### src/rtl/line_clear_engine_if.sv
`default_nettype none
// ============================================================================
// Module      : line_clear_engine_if
// Description : Bus between the game executioner and the line clear engine.
//               The executioner drives the lock pulse and the fixed board.
//               The engine returns the working board, status and totals.
// Revision    : 1.0 - initial release
// ============================================================================
interface line_clear_engine_if #(
  parameter int ROWS        = 20,
  parameter int COLS        = 10,
  parameter int SCORE_WIDTH = 20,
  parameter int LINES_WIDTH = 16
);
  localparam int CNT_W = $clog2(ROWS + 1);

  logic                   lock_valid;
  logic [ROWS*COLS-1:0]   board_in;
  logic [ROWS*COLS-1:0]   board_out;
  logic                   clearing_line;
  logic                   busy;
  logic                   done;
  logic [CNT_W-1:0]       clear_count;
  logic [LINES_WIDTH-1:0] lines_total;
  logic [SCORE_WIDTH-1:0] score;

  // Executioner side
  modport master (
    output lock_valid, board_in,
    input  board_out, clearing_line, busy, done, clear_count, lines_total, score
  );

  // Engine side
  modport slave (
    input  lock_valid, board_in,
    output board_out, clearing_line, busy, done, clear_count, lines_total, score
  );
endinterface
`default_nettype wire

### src/rtl/line_clear_engine.sv
`default_nettype none
// ============================================================================
// Module      : line_clear_engine
// Description : Captures the fixed board when a piece locks, removes full
//               rows one per cycle (lowest full row first), then reports the
//               number of rows removed and updates saturating line/score
//               totals. Optional macro LINE_CLEAR_FLASH_EN inserts a FLASH
//               phase that blinks the full rows before collapsing them.
// Revision    : 1.0 - initial release
// ============================================================================
module line_clear_engine #(
  parameter int ROWS        = 20,
  parameter int COLS        = 10,
  parameter int SCORE_WIDTH = 20,
  parameter int LINES_WIDTH = 16
`ifdef LINE_CLEAR_FLASH_EN
  ,
  parameter int FLASH_CYCLES = 4
`endif
) (
  input wire logic           game_clk,
  input wire logic           reset,
  line_clear_engine_if.slave bus
);

  localparam int N     = ROWS * COLS;
  localparam int CNT_W = $clog2(ROWS + 1);
  localparam int ROW_W = (ROWS > 1) ? $clog2(ROWS) : 1;

  localparam logic [2:0] ST_IDLE     = 3'd0;
  localparam logic [2:0] ST_SCAN     = 3'd1;
  localparam logic [2:0] ST_COLLAPSE = 3'd2;
  localparam logic [2:0] ST_DONE     = 3'd3;
`ifdef LINE_CLEAR_FLASH_EN
  localparam logic [2:0] ST_FLASH    = 3'd4;
  localparam int         FC_W        = (FLASH_CYCLES > 1) ? $clog2(FLASH_CYCLES) : 1;
`endif

  logic [2:0]             state_q, state_d;
  logic [N-1:0]           board_q, board_d;
  logic [CNT_W-1:0]       count_q, count_d;
  logic [CNT_W-1:0]       clear_count_q, clear_count_d;
  logic [LINES_WIDTH-1:0] lines_total_q, lines_total_d;
  logic [SCORE_WIDTH-1:0] score_q, score_d;
`ifdef LINE_CLEAR_FLASH_EN
  logic [FC_W-1:0]        flash_cnt_q, flash_cnt_d;
  logic [N-1:0]           full_bits;
`endif

  logic [ROWS-1:0]          full_mask;
  logic [ROWS-1:0]          rest_mask;
  logic [ROW_W-1:0]         low_row;
  logic [N-1:0]             collapsed;
  logic [LINES_WIDTH:0]     lines_sum;
  logic [10:0]              points;
  logic [SCORE_WIDTH+11:0]  score_sum;

  // A row is full when every column bit of the registered board is set
  for (genvar r = 0; r < ROWS; r++) begin : g_row
    assign full_mask[r] = &board_q[r*COLS +: COLS];
`ifdef LINE_CLEAR_FLASH_EN
    assign full_bits[r*COLS +: COLS] = {COLS{full_mask[r]}};
`endif
  end

  // Lowest full row on screen = highest set index of full_mask
  always_comb begin
    low_row = '0;
    for (int r = 0; r < ROWS; r++) begin
      if (full_mask[r]) low_row = ROW_W'(r);
    end
  end

  // Full rows still pending after the current removal (those above low_row)
  assign rest_mask = full_mask & ~(ROWS'(1) << low_row);

  // Board after removing low_row: everything above it drops one row
  always_comb begin
    collapsed = board_q;
    for (int r = 0; r < ROWS; r++) begin
      if (r == 0) begin
        collapsed[0 +: COLS] = '0;
      end else if (r <= int'(low_row)) begin
        collapsed[r*COLS +: COLS] = board_q[(r-1)*COLS +: COLS];
      end
    end
  end

  // Scoring table and saturating accumulators
  always_comb begin
    case (count_q)
      CNT_W'(0): points = 11'd0;
      CNT_W'(1): points = 11'd40;
      CNT_W'(2): points = 11'd100;
      CNT_W'(3): points = 11'd300;
      default:   points = 11'd1200;
    endcase
    lines_sum = {1'b0, lines_total_q} + (LINES_WIDTH+1)'(count_q);
    score_sum = (SCORE_WIDTH+12)'(score_q) + (SCORE_WIDTH+12)'(points);
  end

  // State and datapath registers
  always_ff @(posedge game_clk) begin
    if (reset) begin
      state_q       <= ST_IDLE;
      board_q       <= '0;
      count_q       <= '0;
      clear_count_q <= '0;
      lines_total_q <= '0;
      score_q       <= '0;
`ifdef LINE_CLEAR_FLASH_EN
      flash_cnt_q   <= '0;
`endif
    end else begin
      state_q       <= state_d;
      board_q       <= board_d;
      count_q       <= count_d;
      clear_count_q <= clear_count_d;
      lines_total_q <= lines_total_d;
      score_q       <= score_d;
`ifdef LINE_CLEAR_FLASH_EN
      flash_cnt_q   <= flash_cnt_d;
`endif
    end
  end

  // Next-state selection
  always_comb begin
    state_d = state_q;
    case (state_q)
      ST_IDLE: begin
        if (bus.lock_valid) state_d = ST_SCAN;
      end
      ST_SCAN: begin
        if (full_mask == '0) begin
          state_d = ST_DONE;
        end else begin
`ifdef LINE_CLEAR_FLASH_EN
          state_d = ST_FLASH;
`else
          state_d = ST_COLLAPSE;
`endif
        end
      end
`ifdef LINE_CLEAR_FLASH_EN
      ST_FLASH: begin
        if (flash_cnt_q == FC_W'(FLASH_CYCLES - 1)) state_d = ST_COLLAPSE;
      end
`endif
      ST_COLLAPSE: begin
        if (rest_mask == '0) state_d = ST_DONE;
      end
      ST_DONE: state_d = ST_IDLE;
      default: state_d = ST_IDLE;
    endcase
  end

  // Datapath updates per state: capture, collapse, and end-of-clear totals
  always_comb begin
    board_d       = board_q;
    count_d       = count_q;
    clear_count_d = clear_count_q;
    lines_total_d = lines_total_q;
    score_d       = score_q;
`ifdef LINE_CLEAR_FLASH_EN
    flash_cnt_d   = flash_cnt_q;
`endif
    case (state_q)
      ST_IDLE: begin
        if (bus.lock_valid) begin
          board_d = bus.board_in;
          count_d = '0;
        end
      end
`ifdef LINE_CLEAR_FLASH_EN
      ST_SCAN:  flash_cnt_d = '0;
      ST_FLASH: flash_cnt_d = flash_cnt_q + FC_W'(1);
`endif
      ST_COLLAPSE: begin
        board_d = collapsed;
        count_d = count_q + CNT_W'(1);
      end
      ST_DONE: begin
        clear_count_d = count_q;
        lines_total_d = lines_sum[LINES_WIDTH] ? '1 : lines_sum[LINES_WIDTH-1:0];
        score_d       = (|score_sum[SCORE_WIDTH+11:SCORE_WIDTH]) ? '1
                                                                 : score_sum[SCORE_WIDTH-1:0];
      end
      default: ;
    endcase
  end

  // Outputs decoded from state; flash blanks full rows on odd counts only
  always_comb begin
    bus.busy          = (state_q != ST_IDLE);
    bus.done          = (state_q == ST_DONE);
    bus.board_out     = board_q;
    bus.clear_count   = clear_count_q;
    bus.lines_total   = lines_total_q;
    bus.score         = score_q;
`ifdef LINE_CLEAR_FLASH_EN
    bus.clearing_line = (state_q == ST_COLLAPSE) || (state_q == ST_FLASH);
    if ((state_q == ST_FLASH) && flash_cnt_q[0]) bus.board_out = board_q & ~full_bits;
`else
    bus.clearing_line = (state_q == ST_COLLAPSE);
`endif
  end

endmodule
`default_nettype wire

### src/flat_wrapper.sv
// flat-port wrapper written by rule: the top's interface ports become plain ports
module line_clear_engine_flat 
#(
  parameter int ROWS        = 20,
  parameter int COLS        = 10,
  parameter int SCORE_WIDTH = 20,
  parameter int LINES_WIDTH = 16

)
  (game_clk, reset, bus_lock_valid, bus_board_in, bus_board_out, bus_clearing_line, bus_busy, bus_done, bus_clear_count, bus_lines_total, bus_score);
  line_clear_engine_if #(.ROWS(ROWS), .COLS(COLS), .SCORE_WIDTH(SCORE_WIDTH), .LINES_WIDTH(LINES_WIDTH)) bus_i ();
  input wire logic game_clk;
  input wire logic reset;
  input wire logic [$bits(bus_i.lock_valid)-1:0] bus_lock_valid;
  input wire logic [$bits(bus_i.board_in)-1:0] bus_board_in;
  output wire logic [$bits(bus_i.board_out)-1:0] bus_board_out;
  output wire logic [$bits(bus_i.clearing_line)-1:0] bus_clearing_line;
  output wire logic [$bits(bus_i.busy)-1:0] bus_busy;
  output wire logic [$bits(bus_i.done)-1:0] bus_done;
  output wire logic [$bits(bus_i.clear_count)-1:0] bus_clear_count;
  output wire logic [$bits(bus_i.lines_total)-1:0] bus_lines_total;
  output wire logic [$bits(bus_i.score)-1:0] bus_score;
  assign bus_i.lock_valid = bus_lock_valid;
  assign bus_i.board_in = bus_board_in;
  assign bus_board_out = bus_i.board_out;
  assign bus_clearing_line = bus_i.clearing_line;
  assign bus_busy = bus_i.busy;
  assign bus_done = bus_i.done;
  assign bus_clear_count = bus_i.clear_count;
  assign bus_lines_total = bus_i.lines_total;
  assign bus_score = bus_i.score;
  line_clear_engine #(.ROWS(ROWS), .COLS(COLS), .SCORE_WIDTH(SCORE_WIDTH), .LINES_WIDTH(LINES_WIDTH)) u_core (.game_clk(game_clk), .reset(reset), .bus(bus_i));
endmodule
### config.mk
export PLATFORM = sky130hd
export DESIGN_NAME = line_clear_engine_flat
export DESIGN_NICKNAME = d
export VERILOG_FILES = /design/src/rtl/line_clear_engine_if.sv /design/src/rtl/line_clear_engine.sv /design/src/flat_wrapper.sv
export SDC_FILE = /design/constraint.sdc
export NUM_CORES = 1
export LEC_CHECK = 0
export ABC_CLOCK_PERIOD_IN_PS = 3750
export CAP_MARGIN = 20
export CORE_UTILIZATION = 40
export CTS_BUF_LIST = sky130_fd_sc_hd__clkbuf_8 sky130_fd_sc_hd__clkbuf_16
export DETAILED_ROUTE_END_ITERATION = 8
export GPL_TIMING_DRIVEN = 1
export PLACE_DENSITY = 0.79
export SKIP_LAST_GASP = 1
export SLEW_MARGIN = 25
export SYNTH_ARGS = -nofsm -noshare
export SYNTH_HDL_FRONTEND = slang
export SYNTH_SLANG_ARGS = --single-unit
### constraint.sdc
create_clock -name game_clk -period 3.75 [get_ports game_clk]
set_input_delay 0.9375 -clock game_clk [delete_from_list [all_inputs] [get_ports game_clk]]
set_output_delay 0.9375 -clock game_clk [all_outputs]
set_load 0.02 [all_outputs]
After elaboration in Yosys (flattened, before gate mapping)
Index checks and enable logic that the tools add are counted.
{"block": "word_totals", "reg_bits": 249, "out_inout_bits": 244, "elab_cells": 174}
{"block": "op_classes", "addsub": 3, "n_lt_le_gt_ge": 19, "eq_ne": 27, "shift": 1, "n_mux": 49, "n_bitwise": 2, "reduce_logical": 48}
{"cell": "case mux 200 bit (2 select lines)", "count": 1}
{"cell": "2-to-1 mux 200 bit", "count": 1}
{"cell": "AND reduction 10 bit", "count": 20}
{"cell": "2-to-1 mux 10 bit", "count": 19}
{"cell": "AND reduction 3 bit", "count": 19}
{"cell": "case mux 11 bit (4 select lines)", "count": 1}
{"cell": "less-or-equal comparator 4 x 5 -> 1 bit, first input constant", "count": 8}
{"cell": "zero test 20 bit", "count": 2}
{"cell": "inequality test 2 x 1 -> 1 bit, second input constant", "count": 20}
{"cell": "2-to-1 mux 4 bit", "count": 8}
{"cell": "2-to-1 mux 5 bit", "count": 5}
{"cell": "adder 20 x 11 -> 21 bit", "count": 1}
{"cell": "AND 20 bit", "count": 1}
{"cell": "less-or-equal comparator 3 x 5 -> 1 bit, first input constant", "count": 4}
{"cell": "less-or-equal comparator 5 bit, first input constant", "count": 4}
{"cell": "2-to-1 mux 20 bit", "count": 1}
{"cell": "NOT 20 bit", "count": 1}
{"cell": "left shift 1 x 5 -> 20 bit, first input constant", "count": 1}
{"cell": "2-to-1 mux 3 bit", "count": 6}
{"cell": "adder 16 x 5 -> 17 bit", "count": 1}
{"cell": "2-to-1 mux 16 bit", "count": 1}
{"cell": "OR reduction 12 bit", "count": 1}
{"cell": "equality test 5 x 2 -> 1 bit, second input constant", "count": 2}
{"cell": "less-or-equal comparator 2 x 5 -> 1 bit, first input constant", "count": 2}
{"cell": "15 further kinds", "count": 19}

Longest topological paths before layout
{"block": "logic_depth", "word_depth": 26, "depth_mapped": 16, "mapped_depth_nobuf": 16}

Worst setup path before layout
OpenSTA, ideal clock, no wires.
{"block": "synth_path", "kind": "register -> register", "from": "reg u_core.count_q[0]", "to": "reg u_core.score_q[2], in the netlist u_core.bus.score[2]", "setup_ns": 0.140, "arrival_time_ns": 3.236, "setup_slack_ns": 0.374, "path_stages_with_launch": 16, "n_path_buf": 0, "period_less_slack_ns": 3.376, "path_cell_list": "dfxtp_1 -> inv_1 -> ha_1 -> and2_1 -> or2_2 -> ha_1 -> fa_1 -> a21o_1 -> a21oi_1 -> o21bai_1 -> a21oi_1 -> o21bai_1 -> a31oi_1 -> nor2_1 -> a21oi_1 -> a211oi_1"}
{"block": "synth_via", "elab_chain_cells": 5, "word_cells_on_any_way": 8, "classes_between": "add/sub: 1; eq/ne: 3; mux: 2; reduce/logical: 2"}
{"element": "from (decl)", "line": "line_clear_engine.sv:41", "rtl": "logic [CNT_W-1:0] count_q, count_d;"}
{"element": "from (signal assigned)", "line": "line_clear_engine.sv:117", "rtl": "count_q <= count_d;"}
{"element": "equality test 5 x 2 -> 1 bit, or another cell as far along", "line": "line_clear_engine.sv:91", "rtl": "case (count_q)"}
{"element": "case mux 11 bit (4 select lines) (*)", "line": "line_clear_engine.sv:91"}
{"element": "adder 20 x 11 -> 21 bit (*)", "line": "line_clear_engine.sv:99", "rtl": "score_sum = (SCORE_WIDTH+12)'(score_q) + (SCORE_WIDTH+12)'(points);"}
{"element": "OR reduction 12 bit", "line": "line_clear_engine.sv:186", "rtl": "score_d = (|score_sum[SCORE_WIDTH+11:SCORE_WIDTH]) ? '1"}
{"element": "2-to-1 mux 20 bit (*)", "line": "line_clear_engine.sv:186"}
{"element": "to (signal assigned)", "line": "line_clear_engine.sv:120", "rtl": "score_q <= score_d;"}
{"element": "to (decl)", "line": "line_clear_engine.sv:44", "rtl": "logic [SCORE_WIDTH-1:0] score_q, score_d;"}
Mark *: on every way between the ends. The rest lies on a longest branch, timed or not.
A chain may end at the register's enable or synchronous reset.

Final worst setup path
{"block": "layout_path", "from": "reg u_core.board_q[151], in the netlist u_core.bus.board_out[151]", "to": "reg u_core.state_q[0]"}
{"block": "layout_via", "elab_chain_cells": 12, "word_cells_on_any_way": 15, "classes_between": "eq/ne: 1; shift: 1; mux: 7; bitwise: 2; reduce/logical: 4"}
{"element": "from (decl)", "line": "line_clear_engine.sv:40", "rtl": "logic [N-1:0] board_q, board_d;"}
{"element": "from (signal assigned)", "line": "line_clear_engine.sv:116", "rtl": "board_q <= board_d;"}
{"element": "AND reduction 10 bit (*)", "line": "line_clear_engine.sv:60", "rtl": "assign full_mask[r] = &board_q[r*COLS +: COLS];"}
{"element": "2-to-1 mux 4 bit", "line": "line_clear_engine.sv:70", "rtl": "if (full_mask[r]) low_row = ROW_W'(r);"}
{"element": "2-to-1 mux 5 bit (4 in a row)", "line": "line_clear_engine.sv:70"}
{"element": "left shift 1 x 5 -> 20 bit", "line": "line_clear_engine.sv:75", "rtl": "assign rest_mask = full_mask & ~(ROWS'(1) << low_row);"}
{"element": "NOT 20 bit", "line": "line_clear_engine.sv:75"}
{"element": "AND 20 bit", "line": "line_clear_engine.sv:75"}
{"element": "zero test 20 bit", "line": "line_clear_engine.sv:151", "rtl": "if (rest_mask == '0) state_d = ST_DONE;"}
{"element": "inequality test 2 x 1 -> 1 bit (no source line)"}
{"element": "AND reduction 2 bit (no source line)"}
{"element": "to (signal assigned)", "line": "line_clear_engine.sv:115", "rtl": "state_q <= state_d;"}
{"element": "to (decl)", "line": "line_clear_engine.sv:39", "rtl": "logic [2:0] state_q, state_d;"}
Marked as above.

==> reports/metrics.yaml <==
outcome:
  status: "completed"
min_path:
  hp-class: "reg2reg"
  hp-start: "u_core.bus.score[0]"
clock_network:
  cts_root_buffer: "clkbuf_16"
  clock_latency_ns: 0.54
  cts_made_buffers: 28
  cts.repair.resized: 0
  clock_path_buffers: 3
  cts_setup_buffers: 0
  clk_pin_slew_ns: 0.06
  hold_buffers: 0
  cts_max_level: 1
  cts_num_sinks: 247
  cts_tree: "built"
finish:
  nFillCells: 2532
  drive_gt1_frac: 0.0817
  nNetsFinal: 2067
  area_delta_synth_final_pct: 49.6
timing:
  finalCritPeriodShare: 0.950
  setup_viol_count_final: 0
  fin_ws_ns: 0.188
  hold_slack_ns: 0.483
  post-route-min-period_ns: 3.56
  grt_setup_unrepaired: "no"
  fmax_mhz: 281
  maxSlewHeadroom: 0.358
  tightest_slew_ns: 0.962
  slew_violations: 0
  clock_skew_ns: 0.0159
  fin_tns_setup_ns: 0
  hold_viol: 0
global_route:
  grt_max_degree: 83
  track_usage: 0.282
  grt_pass1_wl_mm: 70.1
  grt_pass1_vias: 12400
  gr-total-overflow: 0
  antenna_found_initial: 1
critical_path:
  cp.required_ns: 4.17
  critPathMaxFanout: 9
  crit_end: "u_core.state_q[0]"
  crit_start: "u_core.bus.board_out[151]"
  reg2reg_slack_ns: 0.19
  timing.rr.end: "u_core.state_q[0]"
  reg2reg_from: "u_core.bus.board_out[151]"
  worstPathArrival_ns: 3.98
  start_kind: "register"
  endpoint_kind: "register"
  timing.setup.critical_path_class: "reg2reg"
  crit_path_cell_trace: "nand4_1, nor3_1, nor2_1, o31ai_1, or2_1, mux2_2, o22a_1, a2111oi_2, a32oi_1, mux2_4"
  r2r_cells: 10
  worst_path_max_delay_cell: "nor3_1"
  max_stage_delay_ns: 0.65
placement:
  io_buffers: 446
  place_congestion: 0.917
  hpwl_mm: 34.8
  place_ws_ns: 0.223
synthesis:
  syn_avg_cell_area_um2: 8.88
  synthCells: 1391
  syn_nets: 1618
  synth_seq_cells: 247
  ys_types: 59
  yosys.area.top_type: "dfxtp_1"
  ys.warnings.count: 0
  synth.area.top_cells: "dfxtp_1 (40%), mux2i_1 (16%), a211oi_1 (10%)"
  synth_async_sr_flop_share: 0
  synth_edf_count: 0
  synth_seq_area_share: 0.400
  synth_common_cells: "nor2_1 (255), dfxtp_1 (247), mux2i_1 (200)"
  synth-main-ff-cell: "dfxtp_1"
  netlist_area_um2: 12300
  synth_top_area_share: 0.400
  synth_most_common_cell: "nor2_1"
power_and_ir_drop:
  p_leak_uw: 0.00684
  power.share.clock: 0.191
  p_per_area_nw_per_um2: 771
  p_seq_frac: 0.304
  power_frac_comb: 0.504
  total_power_uw: 14200
  intPower_uw: 8270
  switchingPower_uw: 5970
  ir_worst_vdd_mv: 0.472
  netSwitchingFraction: 0.419
route:
  num_vias: 12600
  routed_wl_mm: 46.3
  first_pass_iters: 5
  vias_per_cell: 5.60
  ant_nets: 0
  wire_per_inst_um: 20.6
  drt_iter0_drc: 827
  drc: 0
die:
  coreArea_um2: 30000
  fp.dieW_um: 178
  num_rows: 63
  io_pins: 447
  die_h_um: 178
  die_area_um2: 31600
  start_util: 0.411
run:
  cap_violations: 0
metrics by stage:
step	utilization	cell area, um^2	cells
global placement	0.584	17500	2200
finish	0.615	18500	2251
global route	0.615	18500	2250
CTS	0.614	18500	2250
detailed placement	0.584	17500	2200
floorplan	-	12300	1391
kinds of logic (layout without fill, tap and decap cells):
| group | count (synthesis) | in the layout | share of synthesized area |
|---|---|---|---|
| and+or+nand+nor | 459 | 459 | 0.168 |
| AOI/OAI and AO/OA | 292 | 292 | 0.168 |
| DFF | 247 | 247 | 0.400 |
| muxes | 222 | 222 | 0.182 |
| buffers and inverters | 122 | 591 | 0.0378 |
| adders and majority gates | 25 | 25 | 0.0263 |
| xor gates and xnor gates | 24 | 24 | 0.0170 |
| other | 0 | 1 | 0 |
layout by cell type, fill, tap and decap left out, types with 8 or more instances in the layout:
| master | count |
|---|---|
| xor2_1 | 12 |
| inv_1 | 33 |
| o21ai_0 | 8 |
| a211oi_1 | 172 |
| nand2_1 | 55 |
| clkdlybuf4s50_1 | 445 |
| nand4_1 | 43 |
| xnor2_1 | 12 |
| clkbuf_16 | 29 |
| and3_1 | 12 |
| nor3_1 | 21 |
| ha_1 | 21 |
| buf_4 | 71 |
| nand3_1 | 16 |
| a311oi_1 | 10 |
| nor4_1 | 9 |
| or3_1 | 8 |
| dfxtp_1 | 247 |
| mux2_2 | 21 |
| mux2i_1 | 200 |
| nor2_1 | 255 |
| a21oi_1 | 53 |
cell type report:
class / count / area (um^2) / area share
Timing Repair Buffer: 520 / 5050 / 0.273
Clock inverter: 16 / 120 / 0.00650
Tap cell: 390 / 488 / 0.0264
Multi-Input combinational cell: 1022 / 7000 / 0.379
Antenna cell: 1 / 2.50 / 0.000135
Inverter: 21 / 78.8 / 0.00427
Clock buffer: 34 / 795 / 0.0430
Sequential cell: 247 / 4940 / 0.268
sequential cells by signal, indices dropped and copies added (netlist names):
signal	count
u_core.bus.board_out	200
u_core.bus.score	19
u_core.bus.lines_total	16
u_core.bus.clear_count	5
u_core.count_q	5
u_core.state_q	2
worst max-delay path: cells and delay by family, from the launching register on:
family	cells	cell delay [ns]
and+or+nand+nor	4	1.28
AOI/OAI and AO/OA	4	1.04
muxes	2	0.72
DFF	1	0.41
power groups by stage:
stage               Combinational, uW  Clock [uW]  Sequential [uW]
floorplan                        3160           0             5110
global placement                 7030           0             4300
detailed placement               7130           0             4360
CTS                              7190        2770             4310
global route                     7720        2880             4430
finish                           7180        2730             4330
worst min path at each step:
stage / to / cells past startpoint
2_1_floorplan: u_core.state_q[1] / 2
3_3_place_gp: u_core.bus.score[0] / 2
3_5_place_dp: u_core.bus.score[0] / 2
4_1_cts: u_core.bus.score[0] / 2
5_1_grt: u_core.bus.score[0] / 2
6_report: u_core.bus.score[0] / 2
routing by layer:
layer / track usage / part of all wire / wire length (um) / vias to the layer above
met1: 0.349 / 0.42 / 19400 / 6011
met5: 0 / 0 / 0 / -
met2: 0.480 / 0.48 / 22100 / 480
met3: 0.0626 / 0.072 / 3350 / 101
li1: - / - / - / 6003
met4: 0.0951 / 0.031 / 1450 / 0
Note: power is estimated with default switching activity, not from simulation.
